### config.mk
export PLATFORM = sky130hd
export DESIGN_NAME = dbg_uart_bridge
export DESIGN_NICKNAME = d
export VERILOG_FILES = /design/src/rtl/dbg_uart_bridge.sv
export SDC_FILE = /design/constraint.sdc
export NUM_CORES = 1
export LEC_CHECK = 0
export ABC_AREA = 1
export CAP_MARGIN = 20
export CORE_ASPECT_RATIO = 1.75
export CORE_MARGIN = 10
export CORE_UTILIZATION = 45
export DETAILED_ROUTE_END_ITERATION = 8
export PLACE_DENSITY = 0.69
export SKIP_CTS_REPAIR_TIMING = 1
export SYNTH_ARGS = -nofsm -noshare
export SYNTH_HDL_FRONTEND = slang
export SYNTH_SLANG_ARGS = --single-unit
export TNS_END_PERCENT = 1
### constraint.sdc
create_clock -name clk -period 5.4 [get_ports clk]
set_input_delay 0.81 -clock clk [delete_from_list [all_inputs] [get_ports clk]]
set_output_delay 0.81 -clock clk [all_outputs]
set_load 0.005 [all_outputs]
### src/rtl/dbg_uart_bridge.sv
// dbg_uart_bridge: UART byte-command bridge to the 16-bit bus with rate-limited replies.
// Defining DBG_UART_AUTOINC_EN makes ADDR advance after every bus access.
module dbg_uart_bridge #(
   parameter int TX_GAP     = 4340,
   parameter int ACC_CYCLES = 2
) (
   input  logic        clk,
   input  logic        reset,
   input  logic        dix,
   input  logic [7:0]  id,
   output logic        dox,
   output logic [7:0]  od,
   output logic        csu,
   output logic [15:0] addru,
   output logic        ru,
   output logic [1:0]  wru,
   input  logic [15:0] din,
   output logic [15:0] datau,
   input  logic [7:0]  status
);
   localparam int GW = $clog2(TX_GAP + 1);
   localparam int AW = $clog2(ACC_CYCLES + 1);
   typedef enum logic {S_IDLE, S_ACC} state_t;
   state_t        state_q;
   logic [AW-1:0] acc_q;
   logic [7:0]    ib_q, tb0_q, tb1_q, od_q;
   logic          ibv_q, hold_q, ru_q, dox_q;
   logic [1:0]    wru_q, tcnt_q;
   logic [15:0]   sr_q, addr_q, datau_q;
   logic [GW-1:0] gap_q;
   logic          exec_d, end_d, rd_end_d, st_d, emit_d;
   logic [7:0]    q0_d, q1_d;
   logic [1:0]    qn_d;
   always_comb begin
      exec_d   = ibv_q && state_q == S_IDLE;
      end_d    = state_q == S_ACC && acc_q == AW'(1);
      rd_end_d = end_d && ru_q;
      st_d     = exec_d && ib_q == 8'h24 && tcnt_q == 2'd0;
      // reply bytes are only ever produced while the buffer is empty
      q0_d     = tcnt_q != 2'd0 ? tb0_q : rd_end_d ? din[15:8] : status;
      q1_d     = tcnt_q != 2'd0 ? tb1_q : din[7:0];
      qn_d     = tcnt_q != 2'd0 ? tcnt_q : rd_end_d ? 2'd2 : st_d ? 2'd1 : 2'd0;
      emit_d   = qn_d != 2'd0 && gap_q == GW'(0);
   end
   always_ff @(posedge clk or posedge reset) begin
      if (reset) begin
         state_q <= S_IDLE;
         acc_q   <= '0;
         ib_q    <= '0;
         ibv_q   <= 1'b0;
         sr_q    <= '0;
         addr_q  <= '0;
         datau_q <= '0;
         hold_q  <= 1'b0;
         ru_q    <= 1'b0;
         wru_q   <= '0;
         tb0_q   <= '0;
         tb1_q   <= '0;
         tcnt_q  <= '0;
         gap_q   <= '0;
         dox_q   <= 1'b0;
         od_q    <= '0;
      end else begin
         if (dix) ib_q <= id;
         ibv_q <= dix || (ibv_q && !exec_d);
         if (state_q == S_ACC) acc_q <= acc_q - AW'(1);
         if (end_d) begin
            state_q <= S_IDLE;
            ru_q    <= 1'b0;
            wru_q   <= 2'b00;
`ifdef DBG_UART_AUTOINC_EN
            addr_q  <= addr_q + ((ru_q || wru_q == 2'b11) ? 16'd2 : 16'd1);
`endif
         end
         if (exec_d) begin
            if (ib_q[7:4] == 4'h1) sr_q <= {sr_q[11:0], ib_q[3:0]};
            if (ib_q == 8'h20) addr_q <= sr_q;
            if (ib_q == 8'h21 || ib_q == 8'h22 || (ib_q == 8'h23 && tcnt_q == 2'd0)) begin
               state_q <= S_ACC;
               acc_q   <= AW'(ACC_CYCLES);
            end
            if (ib_q == 8'h21) begin
               datau_q <= sr_q;
               wru_q   <= 2'b11;
            end
            if (ib_q == 8'h22) begin
               datau_q <= {2{sr_q[7:0]}};
               wru_q   <= addr_q[0] ? 2'b01 : 2'b10;
            end
            if (ib_q == 8'h23 && tcnt_q == 2'd0) ru_q <= 1'b1;
            if (ib_q[7:1] == 7'h18) hold_q <= ib_q[0];
         end
         dox_q  <= emit_d;
         if (emit_d) od_q <= q0_d;
         tb0_q  <= emit_d ? q1_d : q0_d;
         tb1_q  <= q1_d;
         tcnt_q <= emit_d ? qn_d - 2'd1 : qn_d;
         gap_q  <= emit_d ? GW'(TX_GAP - 1) : gap_q != GW'(0) ? gap_q - GW'(1) : gap_q;
      end
   end
   assign csu   = hold_q || state_q == S_ACC;
   assign addru = addr_q;
   assign ru    = ru_q;
   assign wru   = wru_q;
   assign datau = datau_q;
   assign dox   = dox_q;
   assign od    = od_q;
endmodule

==> PnR_summary.wiki, run 1 <==
{| class="wikitable"
! Metric !! Value
|-
| Largest net degree at the start of global routing || 55
|-
| CP max FO || 31
|-
| Area of the die || 15200 sq um
|-
| IO Count || 80
|-
| Final total negative setup slack || 0 ps
|-
| Cell with the most instances on the worst path || sky130_fd_sc_hd__nand2_1
|-
| Post-DRT Antenna Nets || 0
|-
| Max cap viols || 0
|-
| Aggregate routed wire length || 10.8 mm
|-
| Deepest clock path buffer count || 2
|-
| Startpoint Class || flop
|-
| Switch Pwr || 904 uW
|-
| Number of different library cells in the post-synthesis netlist || 35
|-
| Number of violations reported at the end of detailed-routing iteration 0 || 201
|-
| Hold Startpoint || tb1_q[4]
|-
| Worst slew pin tran || 983 ps
|-
| Synthesized Nets || 590
|-
| Summed instance area of the synthesized netlist || 4740 sq um
|-
| Initial antenna violation count || 0
|-
| FF-to-FF Start || tcnt_q[1]
|-
| Final net count || 667
|-
| Biggest area consumer among synthesized cells || sky130_fd_sc_hd__dfrtp_1
|-
| Number of buffer cells added on primary ports || 79
|-
| Most common cell after layout, fill and taps aside || sky130_fd_sc_hd__nand2_1
|-
| Worst clock skew || 6.78 ps
|-
| Cell internal power dissipation || 1790 uW
|-
| Placement-stage worst setup slack || 2810 ps
|-
| Endpoint, Worst Hold || tb1_q[4]
|-
| Setup repair after global routing missed its margin || no
|-
| Area share of the leading cell type in the synthesized netlist || 0.549
|-
| Chip Height || 156 microns
|-
| Clock latency at the later pin of the worst-skew pair || 350 ps
|-
| Worst hold path cell count || 2
|-
| Worst path setup slack after routing || 2790 ps
|-
| Max-slew headroom at the worst pin || 0.343
|-
| Achievable frequency || 383 MHz
|-
| H-tree level count || 3
|-
| Proportion of power drawn by combinational gates || 0.312
|-
| Final Util || 0.575
|-
| Slowest cell on the critical path || sky130_fd_sc_hd__nand3_2
|-
| Wire length per cell || 14.2 microns
|-
| Fraction of layout cells with a size suffix above 1 || 0.0962
|-
| Top area cells in the synthesized netlist || sky130_fd_sc_hd__dfrtp_1 (55%), sky130_fd_sc_hd__nand2_1 (15%), sky130_fd_sc_hd__inv_1 (4.9%)
|-
| Clock edge transition at the registers on the reported setup and hold paths || 60 ps
|-
| Type of the most critical hold path || reg -> reg
|-
| Die Width || 97.6 microns
|-
| Number of clock sinks || 104
|-
| Data arrival time of the critical path || 2890 ps
|-
| DRC violation count after routing || 0
|-
| Net Sw Frac || 0.336
|-
| Share of the yosys chip area belonging to registers || 0.549
|-
| Antenna diodes || 0
|-
| Pins over their slew limit || 0
|-
| Category of the most critical setup path || reg -> reg
|-
| Portion of total power attributed to the clock network || 0.259
|-
| First-pass GRT wire length || 18.6 mm
|-
| Rows || 49
|-
| Layout Area Growth over Synthesis || 25.0%
|-
| Clock root buffer || sky130_fd_sc_hd__clkbuf_16
|-
| Detailed-route via count || 3765
|-
| Total overflow reported by the global router || 0
|-
| Post-Syn Instances || 552
|-
| Category of the worst setup path capture point || flop
|-
| Crit path time final || 2610 ps
|-
| Reg2Reg Capture Point || od[1]
|-
| Period utilisation layout || 0.484
|-
| Number of filler cells placed in the layout || 915
|-
| Part of the power in registers || 0.429
|-
| Total count of hold-check failures in the final report || 0
|-
| First-pass iteration count of the detailed router || 4
|-
| Average footprint of a synthesized cell || 8.58 sq um
|-
| Setup Viol. Count Final || 0
|-
| Routability congestion estimate || 0.803
|-
| Initial Utilization || 0.460
|-
| Worst Reg-to-Reg Cells || 12
|-
| Highest cell delay on the worst timing path || 470 ps
|-
| Tot GR Track Use || 0.145
|-
| Power Density || 455 nW/um^2
|-
| Via count of the first global-routing pass || 3912
|-
| Result of the run || finished, final reports clean
|-
| Static leakage || 0.00288 uW
|-
| Clock tree from TritonCTS || built
|-
| Number of synthesized register bits || 104
|-
| Flop-to-flop setup slack || 2790 ps
|-
| Vias per cell || 4.95
|-
| Count of synthesis-stage warnings from yosys || 0
|-
| Number of clock buffers inserted by TritonCTS || 9
|-
| Worst supply voltage drop on vdd || 0.000267 V
|-
| Endpoint required time on the critical path || 5680 ps
|-
| Most frequent cells in the layout || sky130_fd_sc_hd__nand2_1 (190), sky130_fd_sc_hd__dfrtp_1 (104), sky130_fd_sc_hd__clkdlybuf4s50_1 (79), sky130_fd_sc_hd__inv_1 (61), sky130_fd_sc_hd__nand3_1 (40)
|-
| Placeable core region || 10300 sq um
|-
| HPWL after detailed placement || 8.02 mm
|-
| Cells along the critical path || nor2_2 > nand2_1 > nor2_1 > nand2_1 > nand2_1 > inv_1 > ha_1 > inv_1 > nand3_2 > inv_2 > nand2_1 > nand2_1
|}
power groups by stage:
stage	combinational (uW)	sequential [uW]	clock (uW)
global route	986	1180	734
global placement	827	1160	0
finish	842	1150	698
floorplan	555	1140	0
detailed placement	852	1170	0
CTS	858	1150	710
cells by family after synthesis:
logic type	Yosys count	share of synthesized area
xor+xnor	5	0.00924
flops	104	0.549
simple gates	293	0.272
fa+ha+maj	3	0.00792
mux	2	0.00475
compound gates	63	0.0824
buf+inv	82	0.0747
worst max-delay path by stage:
stage,startpoint,to,slack (ps)
4_1_cts,tcnt_q[1],od[1],2780
6_report,tcnt_q[1],od[1],2790
3_5_place_dp,tcnt_q[1],gap_q[5],2810
3_3_place_gp,tcnt_q[1],gap_q[5],2940
5_1_grt,tcnt_q[1],od[1],2480
2_1_floorplan,reset,acc_q[0],1860
through the flow:
stage               total power (uW)  hold slack (ps)  instances  instance area (sq um)
floorplan                       1690              438        552                   4740
global placement                1990              458        745                   5600
detailed placement              2020              457        745                   5600
CTS                             2720              474        761                   5920
global route                    2900              502        761                   5920
finish                          2690              470        761                   5920
synth_stat cells (all sizes together):
master and count:
a21o 1, a21oi 3, and2 7, buf 12, clkbuf 2, dfrtp 104, ha 3, inv 68
mux2 2, nand2 195, nand3 43, nand3b 2, nand4 3, nor2 41, nor3 2, o211ai 1
o21a 1, o21ai 57, xnor2 3, xor2 2
worst max-delay path, delay by kind of cell, from the launching register on:
family / cells / cell delay, ps
AND/OR/NAND/NOR: 8 / 1400
buffers and inverters: 3 / 520
flip-flops: 1 / 410
adder cells (fa/ha/maj): 1 / 210
per-layer routing:
metal / GRT usage / vias to the layer above / wire, microns / share of wire
met3: 0.0333 / 17 / 544 / 0.050
met2: 0.260 / 99 / 5790 / 0.54
met1: 0.161 / 1774 / 4270 / 0.40
met4: 0.0570 / 0 / 200 / 0.019
li1: - / 1875 / - / -
met5: 0 / - / 0 / 0
flip-flops by register name, summed over array words and instances (netlist names), 2 cells and up:
| name | cells |
|---|---|
| acc_q | 2 |
| addru | 16 |
| datau | 16 |
| gap_q | 13 |
| ib_q | 8 |
| od | 8 |
| sr_q | 16 |
| tb0_q | 8 |
| tb1_q | 8 |
| tcnt_q | 2 |
| wru | 2 |
layout make-up:
class,instances,area [sq um],share of cell area
multi-input combinational,366,1780,0.301
inverter,68,260,0.0439
tap,127,159,0.0268
clock buffer,11,243,0.0410
timing repair buffer,80,798,0.135
sequential,104,2600,0.439
clock inverter,5,78.8,0.0133
Power figures use the tool's default switching activity.
==> run 2: changes to the inputs <==
clock period = 2.7 ns   (was 5.4 ns; I/O delays follow)
==> PnR_summary.wiki, run 2 (same netlist as run 1, synthesis figures left out) <==
{| class="wikitable"
! Metric !! Value
|-
| Fraction of layout cells with a size suffix above 1 || 0.100 (+0.00426)
|-
| Number of non-filler instances in the completed layout || 764 (+0.39%)
|-
| Category of the worst setup path capture point || flop
|-
| Rows || 49 (unchanged)
|-
| Final total negative setup slack || 0 ps (unchanged)
|-
| Result of the run || finished, final reports clean
|-
| Post-DRT Antenna Nets || 0 (unchanged)
|-
| IO Count || 80 (unchanged)
|-
| Vias per cell || 4.93 (-0.34%)
|-
| Initial antenna violation count || 0 (unchanged)
|-
| Data arrival time of the critical path || 2320 ps (-570 ps)
|-
| Placement-stage worst setup slack || 607 ps (-2200 ps)
|-
| Worst clock skew || 8.64 ps (+1.86 ps)
|-
| Highest cell delay on the worst timing path || 400 ps (-70 ps)
|-
| Endpoint required time on the critical path || 2930 ps (-2750 ps)
|-
| Instance count on the critical path || 13 (+1)
|-
| Period utilisation layout || 0.777 (+0.293)
|-
| Post-placement cell count || 749 (+0.54%)
|-
| CP max FO || 26 (-16%)
|-
| Power Density || 917 nW/um^2 (+100%)
|-
| Initial Utilization || 0.460 (unchanged)
|-
| Placeable core region || 10300 sq um (unchanged)
|-
| Clock tree from TritonCTS || built
|-
| Deepest clock path buffer count || 2 (unchanged)
|-
| Crit path time final || 2100 ps (-517 ps)
|-
| Static leakage || 0.00290 uW (+0.56%)
|-
| Worst path setup slack after routing || 603 ps (-2180 ps)
|-
| Number of clock sinks || 104 (unchanged)
|-
| Number of buffer cells added on primary ports || 79 (unchanged)
|-
| Slowest cell on the critical path || sky130_fd_sc_hd__dfrtp_1
|-
| DRC violation count after routing || 0 (unchanged)
|-
| First-pass iteration count of the detailed router || 4 (unchanged)
|-
| Worst slew pin tran || 657 ps (-326 ps)
|-
| Number of violations reported at the end of detailed-routing iteration 0 || 214 (+6.5%)
|-
| Number of clock buffers inserted by TritonCTS || 9 (unchanged)
|-
| Total overflow reported by the global router || 0 (unchanged)
|-
| Total count of hold-check failures in the final report || 0 (unchanged)
|-
| Cells along the critical path || ha_1 > nand3_1 > nand2_1 > nor2_1 > nand2_1 > nand2_1 > inv_1 > ha_1 > inv_1 > nand3_2 > buf_4 > o21ai_0 > o21ai_1
|-
| First-pass GRT wire length || 18.9 mm (+1.7%)
|-
| Worst Reg-to-Reg Cells || 13 (+1)
|-
| Aggregate routed wire length || 10.9 mm (+1.0%)
|-
| HPWL after detailed placement || 7.92 mm (-1.3%)
|-
| Layout Area Growth over Synthesis || 26.2%
|-
| Max cap viols || 0 (unchanged)
|-
| Setup Viol. Count Final || 0 (unchanged)
|-
| Antenna diodes || 0 (unchanged)
|-
| Setup repair after global routing missed its margin || no
|-
| Worst supply voltage drop on vdd || 0.000548 V (+110%)
|-
| H-tree level count || 3 (unchanged)
|-
| Wire length per cell || 14.3 microns (+0.62%)
|-
| Chip Height || 156 microns (unchanged)
|-
| Buffers and inverters on the worst path || 3 (unchanged)
|-
| Largest net degree at the start of global routing || 105 (+91%)
|-
| Clock root buffer || sky130_fd_sc_hd__clkbuf_16
|-
| Tot GR Track Use || 0.149 (+0.00449)
|-
| Routability congestion estimate || 0.833 (+3.7%)
|-
| Clock latency at the later pin of the worst-skew pair || 350 ps (about the same)
|-
| Pins over their slew limit || 0 (unchanged)
|-
| Via count of the first global-routing pass || 3983 (+1.8%)
|-
| Achievable frequency || 477 MHz (+25%)
|-
| Die Width || 97.6 microns (unchanged)
|-
| Detailed-route via count || 3767 (+0.053%)
|-
| Category of the most critical setup path || reg -> reg
|-
| Type of the most critical hold path || reg -> reg
|-
| Clock edge transition at the registers on the reported setup and hold paths || 60 ps (about the same)
|-
| Kind of cell adding the most delay to the critical path || simple AND/OR/NAND/NOR gates
|-
| Startpoint Class || flop
|-
| Worst hold path cell count || 2 (unchanged)
|-
| Final net count || 671 (+0.60%)
|-
| Max-slew headroom at the worst pin || 0.561 (+0.218)
|-
| Number of filler cells placed in the layout || 943 (+3.1%)
|-
| Cell with the most instances on the worst path || sky130_fd_sc_hd__nand2_1
|-
| Area of the die || 15200 sq um (unchanged)
|-
| Most common cell after layout, fill and taps aside || sky130_fd_sc_hd__nand2_1
|-
| Most frequent cells in the layout || sky130_fd_sc_hd__nand2_1 (190), sky130_fd_sc_hd__dfrtp_1 (104), sky130_fd_sc_hd__clkdlybuf4s50_1 (79), sky130_fd_sc_hd__inv_1 (61), sky130_fd_sc_hd__nand3_1 (40)
|}
## run 2: cell types whose count changed in the layout (fill, tap and decap cells not counted), sizes merged
| cell | before | now |
|---|---|---|
| inv | 69 | 67 |
| clkbuf | 11 | 10 |
| clkinv | 2 | 1 |
| clkinvlp | 0 | 2 |
| buf | 1 | 5 |
| bufinv | 2 | 3 |
## run 2: final cells by class
type | instances | area (sq um) | share of cell area
clock buffers | 10 | 229 | 0.0383
inverters | 68 | 262 | 0.0437
well taps | 127 | 159 | 0.0266
clock inverters | 5 | 106 | 0.0178
repair buffers | 84 | 841 | 0.141
multi-input cells | 366 | 1780 | 0.298
flip-flops and latches | 104 | 2600 | 0.435
## run 2: per-stage QoR
stage               hold WS, ps  total power (uW)  instance area, sq um   util
floorplan                   438              3380                  4740      -
global placement            460              4000                  5650  0.548
detailed placement          465              4050                  5650  0.548
CTS                         480              5540                  5980  0.581
global route                503              5910                  5980  0.581
finish                      476              5490                  5980  0.581
## run 2: path summary, 6_finish.rpt
| path | startpoint | end | slack (ps) |
|---|---|---|---|
| min reg2reg | tb1_q[4] | tb1_q[4] | 480 |
| min in group asynchronous | reset | gap_q[0] | 530 |
| max in group asynchronous | reset | addru[7] | 1710 |
| max | acc_q[0] | tcnt_q[1] | 600 |
| max reg2reg | acc_q[0] | tcnt_q[1] | 600 |
| min | tb1_q[4] | tb1_q[4] | 480 |
## run 2: report_power, final
group	total (uW)	internal [uW]	leakage (uW)	switching [uW]
combinational	1710	745	0.00142	968
sequential	2310	2020	0.00132	291
clock	1470	903	0.000159	564
## run 2: metal layers
metal	track usage	up-vias	part of all wire
met1	0.160	1803	0.39
met4	0.0556	0	0.020
met3	0.0426	13	0.044
li1	-	1875	-
met5	0	-	0
met2	0.271	76	0.54
## run 2: worst min-delay path, delay by kind of cell (launching register included)
kind | cells | cell delay (ps)
and+or+nand+nor | 2 | 120
DFF | 1 | 330
==> run 3: changes to the inputs <==
PLACE_DENSITY = 0.72   (was 0.69)
clock period = 1.9 ns   (was 2.7 ns; I/O delays follow)
==> PnR_summary.wiki, run 3 (same netlist as run 1, synthesis figures left out) <==
{| class="wikitable"
! Metric !! Value
|-
| Static leakage || 0.00298 uW (+2.9%)
|-
| Clock latency at the later pin of the worst-skew pair || 350 ps (about the same)
|-
| Layout Area Growth over Synthesis || 29.6%
|-
| Category of the most critical setup path || reg -> reg
|-
| Pins over their slew limit || 0 (unchanged)
|-
| Net Sw Frac || 0.336 (+0.00361)
|-
| Deepest clock path buffer count || 2 (unchanged)
|-
| FF-to-FF Start || acc_q[0]
|-
| Initial antenna violation count || 0 (unchanged)
|-
| IO Count || 80 (unchanged)
|-
| Reg2Reg Capture Point || gap_q[11]
|-
| Chip Height || 156 microns (unchanged)
|-
| DRC violation count after routing || 0 (unchanged)
|-
| Most common cell after layout, fill and taps aside || sky130_fd_sc_hd__nand2_1
|-
| Antenna diodes || 0 (unchanged)
|-
| Largest net degree at the start of global routing || 64 (-39%)
|-
| Worst slew pin tran || 518 ps (-138 ps)
|-
| Total overflow reported by the global router || 0 (unchanged)
|-
| Detailed-route via count || 3838 (+1.9%)
|-
| Flop-to-flop setup slack || 130 ps (-480 ps)
|-
| Fraction of layout cells with a size suffix above 1 || 0.137 (+0.0362)
|-
| Routability congestion estimate || 0.812 (-2.4%)
|-
| WHS || 386 ps (-89.8 ps)
|-
| Buffers and inverters on the worst path || 3 (unchanged)
|-
| H-tree level count || 3 (unchanged)
|-
| Achievable frequency || 563 MHz (+18%)
|-
| Startpoint Class || flop
|-
| Placeable core region || 10300 sq um (unchanged)
|-
| Max cap viols || 0 (unchanged)
|-
| Switch Pwr || 2620 uW (+44%)
|-
| Type of the most critical hold path || in -> async
|-
| Category of the worst setup path capture point || flop
|-
| Number of violations reported at the end of detailed-routing iteration 0 || 204 (-4.7%)
|-
| Area of placed instances || 5750 sq um (+1.8%)
|-
| Wire length per cell || 14.1 microns (-1.0%)
|-
| Area of the die || 15200 sq um (unchanged)
|-
| Cells along the critical path || ha_2 > nand3_2 > nand2_2 > nor2_1 > nand2_1 > nand2_2 > inv_2 > ha_4 > inv_2 > nand3_4 > buf_4 > nand3_1 > nor2_1
|-
| Clock edge transition at the registers on the reported setup and hold paths || 70 ps (about the same)
|-
| Tot GR Track Use || 0.146 (-0.00372)
|-
| First-pass iteration count of the detailed router || 4 (unchanged)
|-
| Period utilisation layout || 0.934 (+0.157)
|-
| Clock tree from TritonCTS || built
|-
| Portion of total power attributed to the clock network || 0.248 (-0.019)
|-
| Post-DRT Antenna Nets || 0 (unchanged)
|-
| Result of the run || finished, final reports clean
|-
| Endpoint required time on the critical path || 2130 ps (-800 ps)
|-
| Worst supply voltage drop on vdd || 0.000945 V (+73%)
|-
| Rows || 49 (unchanged)
|-
| Power Density || 1270 nW/um^2 (+39%)
|-
| Part of the power in registers || 0.421 (about the same)
|-
| Via count of the first global-routing pass || 3904 (-2.0%)
|-
| First-pass GRT wire length || 18.4 mm (-2.6%)
|-
| Kind of cell adding the most delay to the critical path || simple AND/OR/NAND/NOR gates
|-
| Number of clock buffers inserted by TritonCTS || 9 (unchanged)
|-
| Max-slew headroom at the worst pin || 0.654 (+0.0937)
|-
| CP max FO || 5 (-81%)
|-
| Worst clock skew || 8.52 ps (-0.120 ps)
|-
| Number of buffer cells added on primary ports || 79 (unchanged)
|-
| Final Cell Area || 6140 sq um (+2.7%)
|-
| Worst Reg-to-Reg Cells || 13 (unchanged)
|-
| HPWL after detailed placement || 8.19 mm (+3.4%)
|-
| Slowest cell on the critical path || sky130_fd_sc_hd__dfrtp_1
|-
| Setup Viol. Count Final || 0 (unchanged)
|-
| Proportion of power drawn by combinational gates || 0.331 (+0.019)
|-
| Aggregate routed wire length || 11.0 mm (+0.79%)
|-
| Crit path time final || 1770 ps (-322 ps)
|-
| Data arrival time of the critical path || 2000 ps (-320 ps)
|-
| Vias per cell || 4.93 (about the same)
|-
| Cell internal power dissipation || 5190 uW (+42%)
|-
| Initial Utilization || 0.460 (unchanged)
|-
| Final net count || 686 (+2.2%)
|-
| Clock root buffer || sky130_fd_sc_hd__clkbuf_16
|-
| Total count of hold-check failures in the final report || 0 (unchanged)
|-
| Final total negative setup slack || 0 ps (unchanged)
|-
| Die Width || 97.6 microns (unchanged)
|-
| Highest cell delay on the worst timing path || 400 ps (about the same)
|-
| Most frequent cells in the layout || sky130_fd_sc_hd__nand2_1 (187), sky130_fd_sc_hd__dfrtp_1 (103), sky130_fd_sc_hd__clkdlybuf4s50_1 (78), sky130_fd_sc_hd__inv_1 (58), sky130_fd_sc_hd__nand3_1 (39)
|-
| Number of clock sinks || 104 (unchanged)
|}
-- run 3: changes by cell type in the layout (fill, tap and decap cells not counted), moves of 2 or more --
cell and change:
sky130_fd_sc_hd__nand2_1 -3, sky130_fd_sc_hd__ha_1 -2, sky130_fd_sc_hd__inv_2 +2, sky130_fd_sc_hd__inv_1 -3, sky130_fd_sc_hd__buf_4 +11, sky130_fd_sc_hd__nand2_2 +3
sky130_fd_sc_hd__buf_12 +2
-- run 3: cell type report --
class                           instances  area [sq um]
Fill cell                             926          4160
Sequential cell                       104          2600
Multi-Input combinational cell        366          1820
Tap cell                              127           159
Clock buffer                           11           243
Clock inverter                          3          67.6
Inverter                               68           264
Timing Repair Buffer                   99           982
-- run 3: worst max path at each step --
stage / from / end / slack (ps) / cells past startpoint
4_1_cts: acc_q[0] / tb0_q[1] / -10 / 13
6_report: acc_q[0] / gap_q[11] / 130 / 13
3_3_place_gp: acc_q[0] / tb0_q[7] / 70 / 13
2_1_floorplan: acc_q[0] / tcnt_q[1] / 80 / 13
3_5_place_dp: acc_q[0] / tb0_q[1] / 3 / 13
5_1_grt: acc_q[0] / tcnt_q[0] / -20 / 13
-- run 3: metrics by stage --
stage | setup WS (ps) | utilization | cells | total power, uW
after floorplan | 75.4 | - | 552 | 4810
after global placement | 67.9 | 0.558 | 761 | 5750
after detailed placement | 3.32 | 0.558 | 761 | 5830
after CTS | -12.1 | 0.588 | 775 | 7800
after global routing | -22.7 | 0.596 | 778 | 8400
final | 125 | 0.596 | 778 | 7810
-- run 3: routing by layer --
metal / wire, microns / GRT usage / share of wire
met5: 0 / 0 / 0
met4: 299 / 0.0640 / 0.027
met3: 415 / 0.0364 / 0.038
met2: 5890 / 0.262 / 0.54
met1: 4390 / 0.157 / 0.40
-- run 3: power by group through the flow --
stage | Combinational (uW) | Clock (uW) | Sequential (uW)
6_report | 2580 | 1940 | 3290
5_1_grt | 2970 | 2060 | 3370
4_1_cts | 2540 | 1980 | 3280
3_5_place_dp | 2520 | 0 | 3310
3_3_place_gp | 2450 | 0 | 3300
2_1_floorplan | 1580 | 0 | 3230
-- run 3: worst register-to-register path: stages, from the launching register on --
cell and delay (ps):
sky130_fd_sc_hd__dfrtp_1 400, sky130_fd_sc_hd__ha_2 190, sky130_fd_sc_hd__nand3_2 70, sky130_fd_sc_hd__nand2_2 60
sky130_fd_sc_hd__nor2_1 90, sky130_fd_sc_hd__nand2_1 70, sky130_fd_sc_hd__nand2_2 90, sky130_fd_sc_hd__inv_2 60
sky130_fd_sc_hd__ha_4 150, sky130_fd_sc_hd__inv_2 60, sky130_fd_sc_hd__nand3_4 120, sky130_fd_sc_hd__buf_4 190
sky130_fd_sc_hd__nand3_1 80, sky130_fd_sc_hd__nor2_1 40
